[config.mk]
export PLATFORM = sky130hd
export DESIGN_NAME = spi_byte_master_flat
export DESIGN_NICKNAME = d
export VERILOG_FILES = /design/src/rtl/spi_byte_master_if.sv /design/src/rtl/spi_byte_master.sv /design/src/flat_wrapper.sv
export SDC_FILE = /design/constraint.sdc
export NUM_CORES = 1
export LEC_CHECK = 0
export CAP_MARGIN = 20
export CORE_MARGIN = 2
export CORE_UTILIZATION = 49
export CTS_CLUSTER_SIZE = 16
export DETAILED_ROUTE_END_ITERATION = 10
export PLACE_DENSITY = 0.84
export SYNTH_ARGS = -nofsm -noshare
export SYNTH_HDL_FRONTEND = slang
export SYNTH_SLANG_ARGS = --single-unit
export TNS_END_PERCENT = 20
[constraint.sdc]
create_clock -name clk -period 1.9 [get_ports clk]
set_input_delay 0.38 -clock clk [delete_from_list [all_inputs] [get_ports clk]]
set_output_delay 0.38 -clock clk [all_outputs]
set_load 0.05 [all_outputs]
[src/rtl/spi_byte_master_if.sv]
// Command, receive and SPI pin bundle for spi_byte_master.
// Under SPI_LSB_FIRST_EN the bundle also carries the per-command lsb_first select.
interface spi_byte_master_if;
   logic [7:0] tx_data;
   logic       tx_last;
   logic       tx_valid;
   logic       tx_ready;
   logic [7:0] rx_data;
   logic       rx_valid;
   logic       rx_ready;
   logic       overrun;
   logic       clr_overrun;
   logic       busy;
   logic       sclk;
   logic       mosi;
   logic       miso;
   logic       cs_n;
`ifdef SPI_LSB_FIRST_EN
   logic       lsb_first;
`endif

   // Engine side.
   modport master (
`ifdef SPI_LSB_FIRST_EN
      input  lsb_first,
`endif
      input  tx_data, tx_last, tx_valid, rx_ready, clr_overrun, miso,
      output tx_ready, rx_data, rx_valid, overrun, busy, sclk, mosi, cs_n
   );

   // Sequencer / consumer / SPI device side.
   modport slave (
`ifdef SPI_LSB_FIRST_EN
      output lsb_first,
`endif
      output tx_data, tx_last, tx_valid, rx_ready, clr_overrun, miso,
      input  tx_ready, rx_data, rx_valid, overrun, busy, sclk, mosi, cs_n
   );
endinterface

[src/rtl/spi_byte_master.sv]
// SPI mode-0 byte master: divided SCLK, CS_N framing, valid/ready rx holding register.
// Optional macro SPI_LSB_FIRST_EN adds a per-command LSB-first bit order.
module spi_byte_master #(
   parameter int unsigned CLK_DIV  = 2,
   parameter int unsigned CS_SETUP = 1
) (
   input logic               clk,
   input logic               reset_n,
   spi_byte_master_if.master bus
);
   localparam int unsigned DIV_W  = 8;
   localparam int unsigned CNT_W  = 5;
   localparam int unsigned HALF_N = 16;

   typedef enum logic [2:0] {
      S_IDLE, S_SETUP, S_SHIFT, S_LOAD, S_HOLD, S_GAP
   } state_t;

   state_t           r_state, w_state_nxt;
   logic [DIV_W-1:0] r_div_cnt, w_div_cnt, w_div_step;
   logic [CNT_W-1:0] r_cnt, w_cnt;
   logic [7:0]       r_tx_sh, w_tx_sh;
   logic [7:0]       r_rx_sh, w_rx_sh;
   logic [7:0]       r_rx_data, w_rx_data;
   logic             r_last, w_last;
   logic             r_lsb, w_lsb;
   logic             r_sclk, w_sclk;
   logic             r_mosi, w_mosi;
   logic             r_cs_n, w_cs_n;
   logic             r_rx_valid, w_rx_valid;
   logic             r_overrun, w_overrun;
   logic             r_tx_ready;
   logic             r_busy;
   logic             w_accept;
   logic             w_tick;
   logic             w_lsb_req;

`ifdef SPI_LSB_FIRST_EN
   assign w_lsb_req = bus.lsb_first;
`else
   assign w_lsb_req = 1'b0;
`endif

   assign w_accept = bus.tx_valid && r_tx_ready;
   // Divider counts 1..CLK_DIV; the cleared value 0 adds one cycle to the first half-period.
   assign w_tick     = (r_div_cnt == DIV_W'(CLK_DIV));
   assign w_div_step = w_tick ? DIV_W'(1) : r_div_cnt + DIV_W'(1);

   always_ff @(posedge clk) begin
      if (!reset_n) r_state <= S_IDLE;
      else          r_state <= w_state_nxt;
   end

   always_comb begin
      w_state_nxt = r_state;
      case (r_state)
         S_IDLE:  if (w_accept) w_state_nxt = S_SETUP;
         S_SETUP: if (w_tick && (r_cnt == CNT_W'(CS_SETUP - 1))) w_state_nxt = S_SHIFT;
         S_SHIFT: if (w_tick && (r_cnt == CNT_W'(HALF_N - 1))) w_state_nxt = S_LOAD;
         S_LOAD:  w_state_nxt = r_last ? S_HOLD : S_GAP;
         S_HOLD:  if (w_tick) w_state_nxt = S_IDLE;
         S_GAP:   if (w_accept) w_state_nxt = S_SHIFT;
         default: w_state_nxt = S_IDLE;
      endcase
   end

   always_comb begin
      w_div_cnt  = r_div_cnt;
      w_cnt      = r_cnt;
      w_tx_sh    = r_tx_sh;
      w_rx_sh    = r_rx_sh;
      w_rx_data  = r_rx_data;
      w_last     = r_last;
      w_lsb      = r_lsb;
      w_sclk     = r_sclk;
      w_mosi     = r_mosi;
      w_cs_n     = r_cs_n;
      w_rx_valid = r_rx_valid;
      w_overrun  = r_overrun;

      if (r_rx_valid && bus.rx_ready) w_rx_valid = 1'b0;
      if (bus.clr_overrun)            w_overrun  = 1'b0;

      case (r_state)
         S_IDLE, S_GAP: begin
            if (w_accept) begin
               w_tx_sh   = bus.tx_data;
               w_last    = bus.tx_last;
               w_lsb     = w_lsb_req;
               w_div_cnt = '0;
               w_cnt     = '0;
               w_cs_n    = 1'b0;
               w_mosi    = w_lsb_req ? bus.tx_data[0] : bus.tx_data[7];
            end
         end
         S_SETUP: begin
            w_div_cnt = w_div_step;
            if (w_tick) w_cnt = (r_cnt == CNT_W'(CS_SETUP - 1)) ? '0 : r_cnt + CNT_W'(1);
         end
         S_SHIFT: begin
            w_div_cnt = w_div_step;
            // Even half-period index ends with a rising SCLK edge, odd with a falling one.
            if (w_tick) begin
               w_sclk = ~r_sclk;
               w_cnt  = r_cnt + CNT_W'(1);
               if (!r_cnt[0]) begin
                  w_rx_sh = r_lsb ? {bus.miso, r_rx_sh[7:1]} : {r_rx_sh[6:0], bus.miso};
               end else begin
                  w_tx_sh = r_lsb ? {1'b1, r_tx_sh[7:1]} : {r_tx_sh[6:0], 1'b1};
                  w_mosi  = r_lsb ? r_tx_sh[1] : r_tx_sh[6];
               end
            end
         end
         S_LOAD: begin
            w_rx_data  = r_rx_sh;
            w_rx_valid = 1'b1;
            if (r_rx_valid && !bus.rx_ready) w_overrun = 1'b1;
            w_div_cnt  = DIV_W'(1);
         end
         S_HOLD: begin
            w_div_cnt = w_div_step;
            if (w_tick) w_cs_n = 1'b1;
         end
         default: ;
      endcase
   end

   always_ff @(posedge clk) begin
      if (!reset_n) begin
         r_div_cnt  <= '0;
         r_cnt      <= '0;
         r_tx_sh    <= '0;
         r_rx_sh    <= '0;
         r_rx_data  <= '0;
         r_last     <= 1'b0;
         r_lsb      <= 1'b0;
         r_sclk     <= 1'b0;
         r_mosi     <= 1'b1;
         r_cs_n     <= 1'b1;
         r_rx_valid <= 1'b0;
         r_overrun  <= 1'b0;
         r_tx_ready <= 1'b0;
         r_busy     <= 1'b0;
      end else begin
         r_div_cnt  <= w_div_cnt;
         r_cnt      <= w_cnt;
         r_tx_sh    <= w_tx_sh;
         r_rx_sh    <= w_rx_sh;
         r_rx_data  <= w_rx_data;
         r_last     <= w_last;
         r_lsb      <= w_lsb;
         r_sclk     <= w_sclk;
         r_mosi     <= w_mosi;
         r_cs_n     <= w_cs_n;
         r_rx_valid <= w_rx_valid;
         r_overrun  <= w_overrun;
         r_tx_ready <= (w_state_nxt == S_IDLE) || (w_state_nxt == S_GAP);
         r_busy     <= (w_state_nxt != S_IDLE);
      end
   end

   assign bus.tx_ready = r_tx_ready;
   assign bus.rx_data  = r_rx_data;
   assign bus.rx_valid = r_rx_valid;
   assign bus.overrun  = r_overrun;
   assign bus.busy     = r_busy;
   assign bus.sclk     = r_sclk;
   assign bus.mosi     = r_mosi;
   assign bus.cs_n     = r_cs_n;
endmodule
[src/flat_wrapper.sv]
// flat-port wrapper written by rule: the top's interface ports become plain ports
module spi_byte_master_flat 
#(
   parameter int unsigned CLK_DIV  = 2,
   parameter int unsigned CS_SETUP = 1
)
  (clk, reset_n, bus_tx_data, bus_tx_last, bus_tx_valid, bus_rx_ready, bus_clr_overrun, bus_miso, bus_tx_ready, bus_rx_data, bus_rx_valid, bus_overrun, bus_busy, bus_sclk, bus_mosi, bus_cs_n);
  spi_byte_master_if bus_i ();
  input logic clk;
  input logic reset_n;
  input wire logic [$bits(bus_i.tx_data)-1:0] bus_tx_data;
  input wire logic [$bits(bus_i.tx_last)-1:0] bus_tx_last;
  input wire logic [$bits(bus_i.tx_valid)-1:0] bus_tx_valid;
  input wire logic [$bits(bus_i.rx_ready)-1:0] bus_rx_ready;
  input wire logic [$bits(bus_i.clr_overrun)-1:0] bus_clr_overrun;
  input wire logic [$bits(bus_i.miso)-1:0] bus_miso;
  output wire logic [$bits(bus_i.tx_ready)-1:0] bus_tx_ready;
  output wire logic [$bits(bus_i.rx_data)-1:0] bus_rx_data;
  output wire logic [$bits(bus_i.rx_valid)-1:0] bus_rx_valid;
  output wire logic [$bits(bus_i.overrun)-1:0] bus_overrun;
  output wire logic [$bits(bus_i.busy)-1:0] bus_busy;
  output wire logic [$bits(bus_i.sclk)-1:0] bus_sclk;
  output wire logic [$bits(bus_i.mosi)-1:0] bus_mosi;
  output wire logic [$bits(bus_i.cs_n)-1:0] bus_cs_n;
  assign bus_i.tx_data = bus_tx_data;
  assign bus_i.tx_last = bus_tx_last;
  assign bus_i.tx_valid = bus_tx_valid;
  assign bus_i.rx_ready = bus_rx_ready;
  assign bus_i.clr_overrun = bus_clr_overrun;
  assign bus_i.miso = bus_miso;
  assign bus_tx_ready = bus_i.tx_ready;
  assign bus_rx_data = bus_i.rx_data;
  assign bus_rx_valid = bus_i.rx_valid;
  assign bus_overrun = bus_i.overrun;
  assign bus_busy = bus_i.busy;
  assign bus_sclk = bus_i.sclk;
  assign bus_mosi = bus_i.mosi;
  assign bus_cs_n = bus_i.cs_n;
  spi_byte_master #(.CLK_DIV(CLK_DIV), .CS_SETUP(CS_SETUP)) u_core (.clk(clk), .reset_n(reset_n), .bus(bus_i));
endmodule
Yosys cells after proc, flatten, opt, wreduce, memory -nomap -nowiden
Cells that the tools add are included.
{ "word_totals": {"input_bits": 15, "word_cells": 87, "out_inout_bits": 15, "ff_bits": 47} }
{ "classes": {"bitwise": 2, "n_mux": 31, "addsub": 2, "n_reduce_logical": 25, "eq_ne": 13} }
{ "op_table": {"columns": ["op", "count"], "rows": [
  ["$pmux W8 S3", 1],
  ["$mux W7", 3],
  ["$mux W5", 4],
  ["$pmux W3 S6", 1],
  ["$mux W8", 2],
  ["$mux W3", 5],
  ["$pmux W5 S3", 1],
  ["$pmux W7 S2", 1],
  ["$mux W1", 11],
  ["$ne A2 B1 Y1 const B", 5],
  ["$eq A3 B3 Y1 const B", 3],
  ["$reduce_bool A3 Y1", 3],
  ["$add A8 B1 Y8 const B", 1],
  ["$eq A8 B2 Y1 const B", 1],
  ["$reduce_and A4 Y1", 2],
  ["$eq A3 B2 Y1 const B", 2],
  ["$logic_not A3 Y1", 2],
  ["$reduce_and A2 Y1", 3],
  ["$reduce_and A3 Y1", 2],
  ["$reduce_bool A2 Y1", 3],
  ["$add A5 B1 Y5 const B", 1],
  ["$eq A5 B4 Y1 const B", 1],
  ["$logic_and A1 B1 Y1", 5],
  ["$logic_not A5 Y1", 1],
  ["7 further kinds", 9]
]} }

Depth between registers and ports, before layout
Gate-level depths: netlist of run 1.
{ "depth": {"depth_word": 6, "depth_mapped": 8, "mapped_depth_nobuf": 7} }

Worst setup path after synthesis of run 1
No wires, ideal clock.
{ "synth_path": {"kind": "register to register", "start": "register u_core.r_tx_ready, in the netlist u_core.bus.tx_ready", "end": "register u_core.r_div_cnt[7]", "synth_period_minus_slack_ps": 2004, "required_ps": 1829, "setup_ps": 71, "arrival_ps": 1934, "path_slack_ps": -104, "path_buffers": 0, "path_stages_with_launch": 6, "path_cell_list": "dfxtp_1 -> a21boi_0 -> o21ai_1 -> nand2_1 -> or4_1 -> a21oi_1"} }
{ "synth_via": {"elab_chain_cells": 3} }
{ "synth_lines": {"columns": ["item", "line", "rtl"], "rows": [
  ["from (decl)", "spi_byte_master.sv:32", "logic r_tx_ready;"],
  ["from (signal assigned)", "spi_byte_master.sv:157", "r_tx_ready <= (w_state_nxt == S_IDLE) || (w_state_nxt == S_GAP);"],
  ["$logic_and A1 B1 Y1", "spi_byte_master.sv:44", "assign w_accept = bus.tx_valid && r_tx_ready;"],
  ["$ne A2 B1 Y1 (no source line)", null, null],
  ["$reduce_and A2 Y1 (no source line)", null, null],
  ["to (signal assigned)", "spi_byte_master.sv:145", "r_div_cnt <= w_div_cnt;"],
  ["to (decl)", "spi_byte_master.sv:20", "logic [DIV_W-1:0] r_div_cnt, w_div_cnt, w_div_step;"]
]} }
Every way passes these cells.
A chain may end at the register's enable or synchronous reset.

Worst setup path after layout of run 1
{ "layout_path": {"start": "register u_core.r_rx_data[4], in the netlist u_core.bus.rx_data[4]", "end": "output port bus_rx_data[4]"} }
{ "layout_rtl": {"columns": ["item", "line", "rtl"], "rows": [
  ["from (decl)", "spi_byte_master.sv:24", "logic [7:0] r_rx_data, w_rx_data;"],
  ["from (signal assigned)", "spi_byte_master.sv:149", "r_rx_data <= w_rx_data;"],
  ["to (decl)", "flat_wrapper.sv:18", "output wire logic [$bits(bus_i.rx_data)-1:0] bus_rx_data;"]
]} }
No word-level cell between the ends.

==> impl_metrics.py, run 1 <==
metrics = {
    "synthesis": {
        "ys_seq_elements": 47,
        "synth_most_common_cell": "dfxtp_1",
        "synth_top_area_share_pct": 42.7,
        "yosysWarnings": 0,
        "synth-edff-count": 0,
        "synth_nets": 279,
        "yosysSeqAreaShare_pct": 42.7,
        "ys.flop_type": "dfxtp_1",
        "synth.distinct_cells": 53,
        "synth_top_cell_by_area": "dfxtp_1",
        "async_reset_ff_share_pct": 0,
        "synth_area_leaders": "dfxtp_1 43%, nand2_1 7.2%, a21oi_1 5.7%",
        "netlist_top_cells_count": "47 x dfxtp_1, 42 x nand2_1, 29 x nor2_1, 25 x a21oi_1, 9 x mux2i_1",
        "avgSynthCellArea_um2": 8.51,
        "syn_inst": 259,
        "synth_area_um2": 2200,
    },
    "worst_setup_path": {
        "cp_max_fo": 2,
        "start_kind": "register",
        "cp_cell_sequence": "clkdlybuf4s50_1",
        "critical-path-top-delay-family": "buffers and inverters",
        "cpPeakStageDelay_ns": 0.80,
        "worstSetupPathType": "register to output port",
        "endpoint_kind": "output port",
        "critPathSlowestCell": "clkdlybuf4s50_1",
        "path_buf_inv": 1,
        "cp_data_required_time_ns": 1.52,
        "cp.arrival_ns": 1.46,
    },
    "global_route": {
        "grt_pass1_wl_um": 8670,
        "antenna_found_initial": 0,
        "grt_remaining_overflow": 0,
        "track_usage_pct": 21.4,
        "grt_max_degree": 28,
        "grt_pass1_vias": 1999,
    },
    "pwr": {
        "finalPower_uw": 2270,
        "p_per_area_nw_per_um2": 773,
        "irDropWorstVdd_v": 0.000479,
        "p_leak_uw": 0.00110,
    },
    "sta": {
        "final-setup-viol-count": 0,
        "worst_pin_slew_ns": 0.519,
        "relSlewSlack_pct": 65.3,
        "finalCriticalPeriod_ns": 1.84,
        "drv_slew": 0,
        "period_share_pct": 96.9,
        "hold_viol_final": 0,
        "fin_skew_ns": 0.00470,
        "setup_tns_ns": 0,
        "fmax_mhz": 543,
    },
    "die": {
        "core_um2": 4350,
        "dieArea_um2": 5050,
        "rows": 24,
        "die-width_um": 71.1,
        "start_util_pct": 50.6,
        "die_y_um": 71.1,
        "pin_count": 30,
    },
    "final_layout": {
        "syn_to_final_growth_pct": 33.0,
        "drive_gt1_share_pct": 21.7,
        "multi_input_area_um2": 1200,
        "nets": 337,
        "fill_cells": 327,
        "diodes": 0,
        "fin_cells": 370,
        "seq_area_um2": 945,
    },
    "clock_tree": {
        "htree_levels": 2,
        "path_clk_slew_ns": 0.09,
        "cts_tree": "yes",
        "clk_latency_ns": 0.31,
        "numClockSinks": 47,
        "cts_hold_buf": 0,
        "cts_buffer_depth": 2,
        "cts_buffers": 5,
        "cts-root-buf": "clkbuf_8",
    },
    "route": {
        "drc": 0,
        "viasPerCell": 5.56,
        "routed_wl_um": 5160,
        "drtPass1Iterations": 4,
        "wire_per_inst_um": 13.9,
        "detail-route-antenna-nets": 0,
        "vias": 2056,
        "drt_iter0_drc": 142,
    },
    "placed_design": {
        "place.gp.congestion": 0.899,
        "io_buffers": 29,
        "dp.cells": 361,
        "dp_hpwl_um": 3630,
    },
    "outcome": {
        "status": "finished, final reports clean",
    },
    "hold_path": {
        "hp-class": "register to register",
    },
    "run": {
        "timing.max_cap.violations": 0,
    },
}
state kept, by name (all words and copies together) (netlist names), 3 cells and up:
| register | flops |
|---|---|
| u_core.bus.rx_data | 8 |
| u_core.r_div_cnt | 8 |
| u_core.r_rx_sh | 8 |
| u_core.r_tx_sh | 7 |
| u_core.r_cnt | 5 |
| u_core.r_state | 3 |
layout by cell type, fill, tap and decap left out, types with 4 or more instances in the layout:
cell and count:
dfxtp_1 44, nand2_1 41, buf_4 34, nor2_1 29, a21oi_1 25, clkdlybuf4s50_1 24
mux2i_1 9, a311oi_1 7, inv_1 6, nand3_1 6, o21ai_0 6, ha_1 5
clkbuf_8 5, and2_1 4, or3_1 4
cell type report:
cell class | count | share of cell area, %
multi-input combinational | 192 | 41.1
clock buffer | 5 | 2.35
tap | 52 | 2.22
inverter | 8 | 1.02
clock inverter | 3 | 1.62
sequential | 47 | 32.2
timing repair buffer | 63 | 19.5
metal layers:
layer	GRT usage [%]	share of wire, %
met4	8.60	2.1
met2	36.9	50
met5	0	0
met1	26.0	44
met3	4.56	4.1
logic make-up after synthesis:
kind of cell | synth area share (%)
AOI/OAI and AO/OA | 17.7
xor gates and xnor gates | 1.19
adders and majority gates | 2.84
buffers and inverters | 4.26
DFF | 42.7
muxes | 5.11
and+or+nand+nor | 26.2
power breakdown:
part           internal [uW]  total, uW  switching [uW]
combinational            216        443             227
sequential              1030       1060            30.0
clock                    399        765             366
worst paths after layout:
kind	startpoint	cells after the start	slack (ns)	end
worst max-delay path	u_core.bus.rx_data[4]$_SDFFE_PN0P_	1	0.06	bus_rx_data[4]
worst min-delay path	u_core.bus.rx_data[2]$_SDFFE_PN0P_	2	0.46	u_core.bus.rx_data[2]$_SDFFE_PN0P_
worst max register to register	u_core.r_div_cnt[0]$_SDFFE_PN0P_	8	0.08	u_core.bus.tx_ready$_SDFF_PN0_
worst min register to register	u_core.bus.rx_data[2]$_SDFFE_PN0P_	2	0.46	u_core.bus.rx_data[2]$_SDFFE_PN0P_
repair_timing:
action / 4_1_cts / 5_1_grt
pin swaps: 0 / 1
buffers inserted: 0 / 1
endpoints found under the setup margin: 2 / 27
gates resized for setup: 1 / 17
per-stage QoR:
| step | hold slack [ns] | setup WS (ns) | instance area, um2 | utilization, % |
|---|---|---|---|---|
| floorplan | 0.431 | 0.0944 | 2210 | - |
| global placement | 0.442 | -0.252 | 2760 | 63.4 |
| detailed placement | 0.447 | -0.290 | 2760 | 63.4 |
| CTS | 0.460 | 0.0207 | 2880 | 66.1 |
| global route | 0.488 | -0.00572 | 2930 | 67.4 |
| finish | 0.458 | 0.0583 | 2930 | 67.4 |
No activity file was read; power rests on OpenSTA's default activity.
==> run 2: changes to the inputs <==
CORE_UTILIZATION = 51   (was 49)
CTS_BUF_LIST = sky130_fd_sc_hd__clkbuf_4   (was not set)
PLACE_DENSITY = 0.87   (was 0.84)
==> impl_metrics.py, run 2 (synthesis results as in run 1) <==
metrics = {
    "final_layout": {
        "fin_cells": 369,
        "layout_common_cells": "42 x nand2_1, 42 x dfxtp_1, 34 x buf_4",
        "nets": 338,
        "seq_area_um2": 947,
        "syn_to_final_growth_pct": 29.9,
        "diodes": 0,
        "fill_cells": 299,
        "drive_gt1_share_pct": 21.0,
        "multi_input_area_um2": 1200,
    },
    "sta": {
        "hold_viol_final": 0,
        "final-setup-viol-count": 0,
        "rsz0062_at_grt": "true",
        "worst_pin_slew_ns": 0.501,
        "whs_ns": 0.461,
        "finalCriticalPeriod_ns": 1.86,
        "fmax_mhz": 538,
        "drv_slew": 0,
        "fin_skew_ns": 0.0175,
        "period_share_pct": 97.8,
        "relSlewSlack_pct": 66.6,
    },
    "route": {
        "drc": 0,
        "wire_per_inst_um": 13.7,
        "vias": 2045,
        "viasPerCell": 5.54,
        "drt_iter0_drc": 101,
        "detail-route-antenna-nets": 0,
        "drtPass1Iterations": 4,
        "routed_wl_um": 5050,
    },
    "worst_setup_path": {
        "start_kind": "primary input",
        "regToRegStartpoint": "u_core.r_div_cnt[0]$_SDFFE_PN0P_",
        "cp_data_required_time_ns": 2.15,
        "worstSetupPathType": "primary input to register",
        "r2r_setup_slack_ns": 0.07,
        "endpoint_kind": "register",
        "cp.arrival_ns": 2.11,
        "reg2regPathDepth": 9,
        "r2r-end": "u_core.r_div_cnt[1]$_SDFFE_PN0P_",
        "cp.depth": 7,
        "path_buf_inv": 2,
        "critical-path-top-delay-family": "buffers and inverters",
        "cp_cell_sequence": "clkdlybuf4s50_1, a21boi_0, nor2b_1, a211oi_2, buf_4, and4_1, mux2_2",
        "cp_max_fo": 5,
        "startpoint": "bus_tx_valid",
        "cpPeakStageDelay_ns": 0.46,
        "critPathSlowestCell": "clkdlybuf4s50_1",
    },
    "placed_design": {
        "io_buffers": 29,
        "place.gp.congestion": 0.898,
        "dp_hpwl_um": 3690,
        "dp.cells": 361,
    },
    "clock_tree": {
        "cts-root-buf": "clkbuf_4",
        "post_cts_buffers": 0,
        "cts_hold_buf": 0,
        "path_clk_slew_ns": 0.14,
        "htree_levels": 2,
        "cts_buffers": 5,
        "clk_latency_ns": 0.37,
        "numClockSinks": 47,
        "cts_buffer_depth": 2,
        "cts_tree": "yes",
    },
    "die": {
        "die_y_um": 69.7,
        "rows": 23,
        "core_um2": 4090,
        "die-width_um": 69.7,
        "dieArea_um2": 4860,
        "pin_count": 30,
        "start_util_pct": 53.9,
    },
    "global_route": {
        "antenna_found_initial": 0,
        "grt_remaining_overflow": 0,
        "grt_max_degree": 36,
        "grt_pass1_wl_um": 8760,
        "grt_pass1_vias": 1959,
        "track_usage_pct": 22.4,
    },
    "hold_path": {
        "hold_end": "u_core.bus.rx_data[5]$_SDFFE_PN0P_",
        "hp-class": "register to register",
        "holdPathStages": 2,
        "hp-start": "u_core.bus.rx_data[5]$_SDFFE_PN0P_",
    },
    "outcome": {
        "status": "finished, final reports clean",
    },
    "pwr": {
        "p_per_area_nw_per_um2": 690,
        "p_leak_uw": 0.00111,
        "irDropWorstVdd_v": 0.000355,
        "finalPower_uw": 1980,
    },
    "run": {
        "timing.max_cap.violations": 0,
    },
}
## run 2: repair_timing
item	in CTS	in global routing
gates resized for setup	15	11
pin swaps	0	0
setup endpoints to repair	18	21
## run 2: metrics by stage
stage	TNS, ns	setup WS, ns	instance area, um2	util (%)
after floorplan	0	0.0944	2210	-
after global placement	-2.91	-0.219	2780	68.0
after detailed placement	-3.83	-0.302	2780	68.0
after CTS	0	0.0146	2830	69.2
after global routing	-0.293	-0.0540	2860	70.1
final	0	0.0417	2860	70.1
## run 2: worst min-delay path, delay by kind of cell (launching register included)
| kind | cells | cell delay (ns) |
|---|---|---|
| compound gates | 1 | 0.05 |
| flops | 1 | 0.33 |
| simple gates | 1 | 0.05 |
## run 2: metal layers
metal  vias to the layer above  GRT usage, %  wire, um
met5                         -             0         0
met2                        47          37.9      2480
li1                       1033             -         -
met4                         0          10.5        76
met1                       960          26.6      2270
met3                         5          5.81       228
## run 2: layout make-up
cell class / instances / share of cell area [%]
Multi-Input combinational cell: 192 / 42.1
Sequential cell: 47 / 33.1
Timing Repair Buffer: 64 / 19.6
Tap cell: 50 / 2.18
Clock buffer: 6 / 1.57
Inverter: 8 / 1.05
Clock inverter: 2 / 0.437
## run 2: worst max-delay path by stage
stage | endpoint | slack [ns]
floorplan | u_core.r_cnt[3]$_SDFFE_PN0P_ | 0.09
global placement | u_core.bus.tx_ready$_SDFF_PN0_ | -0.22
detailed placement | u_core.r_tx_sh[1]$_SDFFE_PN0P_ | -0.30
CTS | u_core.r_tx_sh[1]$_SDFFE_PN0P_ | 0.01
global route | u_core.r_rx_sh[1]$_SDFFE_PN0P_ | -0.05
finish | u_core.bus.tx_ready$_SDFF_PN0_ | 0.04
## run 2: power breakdown
part           switching [uW]  leakage [uW]  internal [uW]  total (uW)
sequential               30.9      0.000383           1030        1060
clock                     317     0.0000317            157         475
combinational             226      0.000697            215         441
total                     575       0.00111           1400        1980
==> run 3: changes to the inputs <==
ABC_CLOCK_PERIOD_IN_PS = 1900   (was not set)
==> results of run 3 <==
The final DEF is identical to that of run 2; final timing and power are the same.
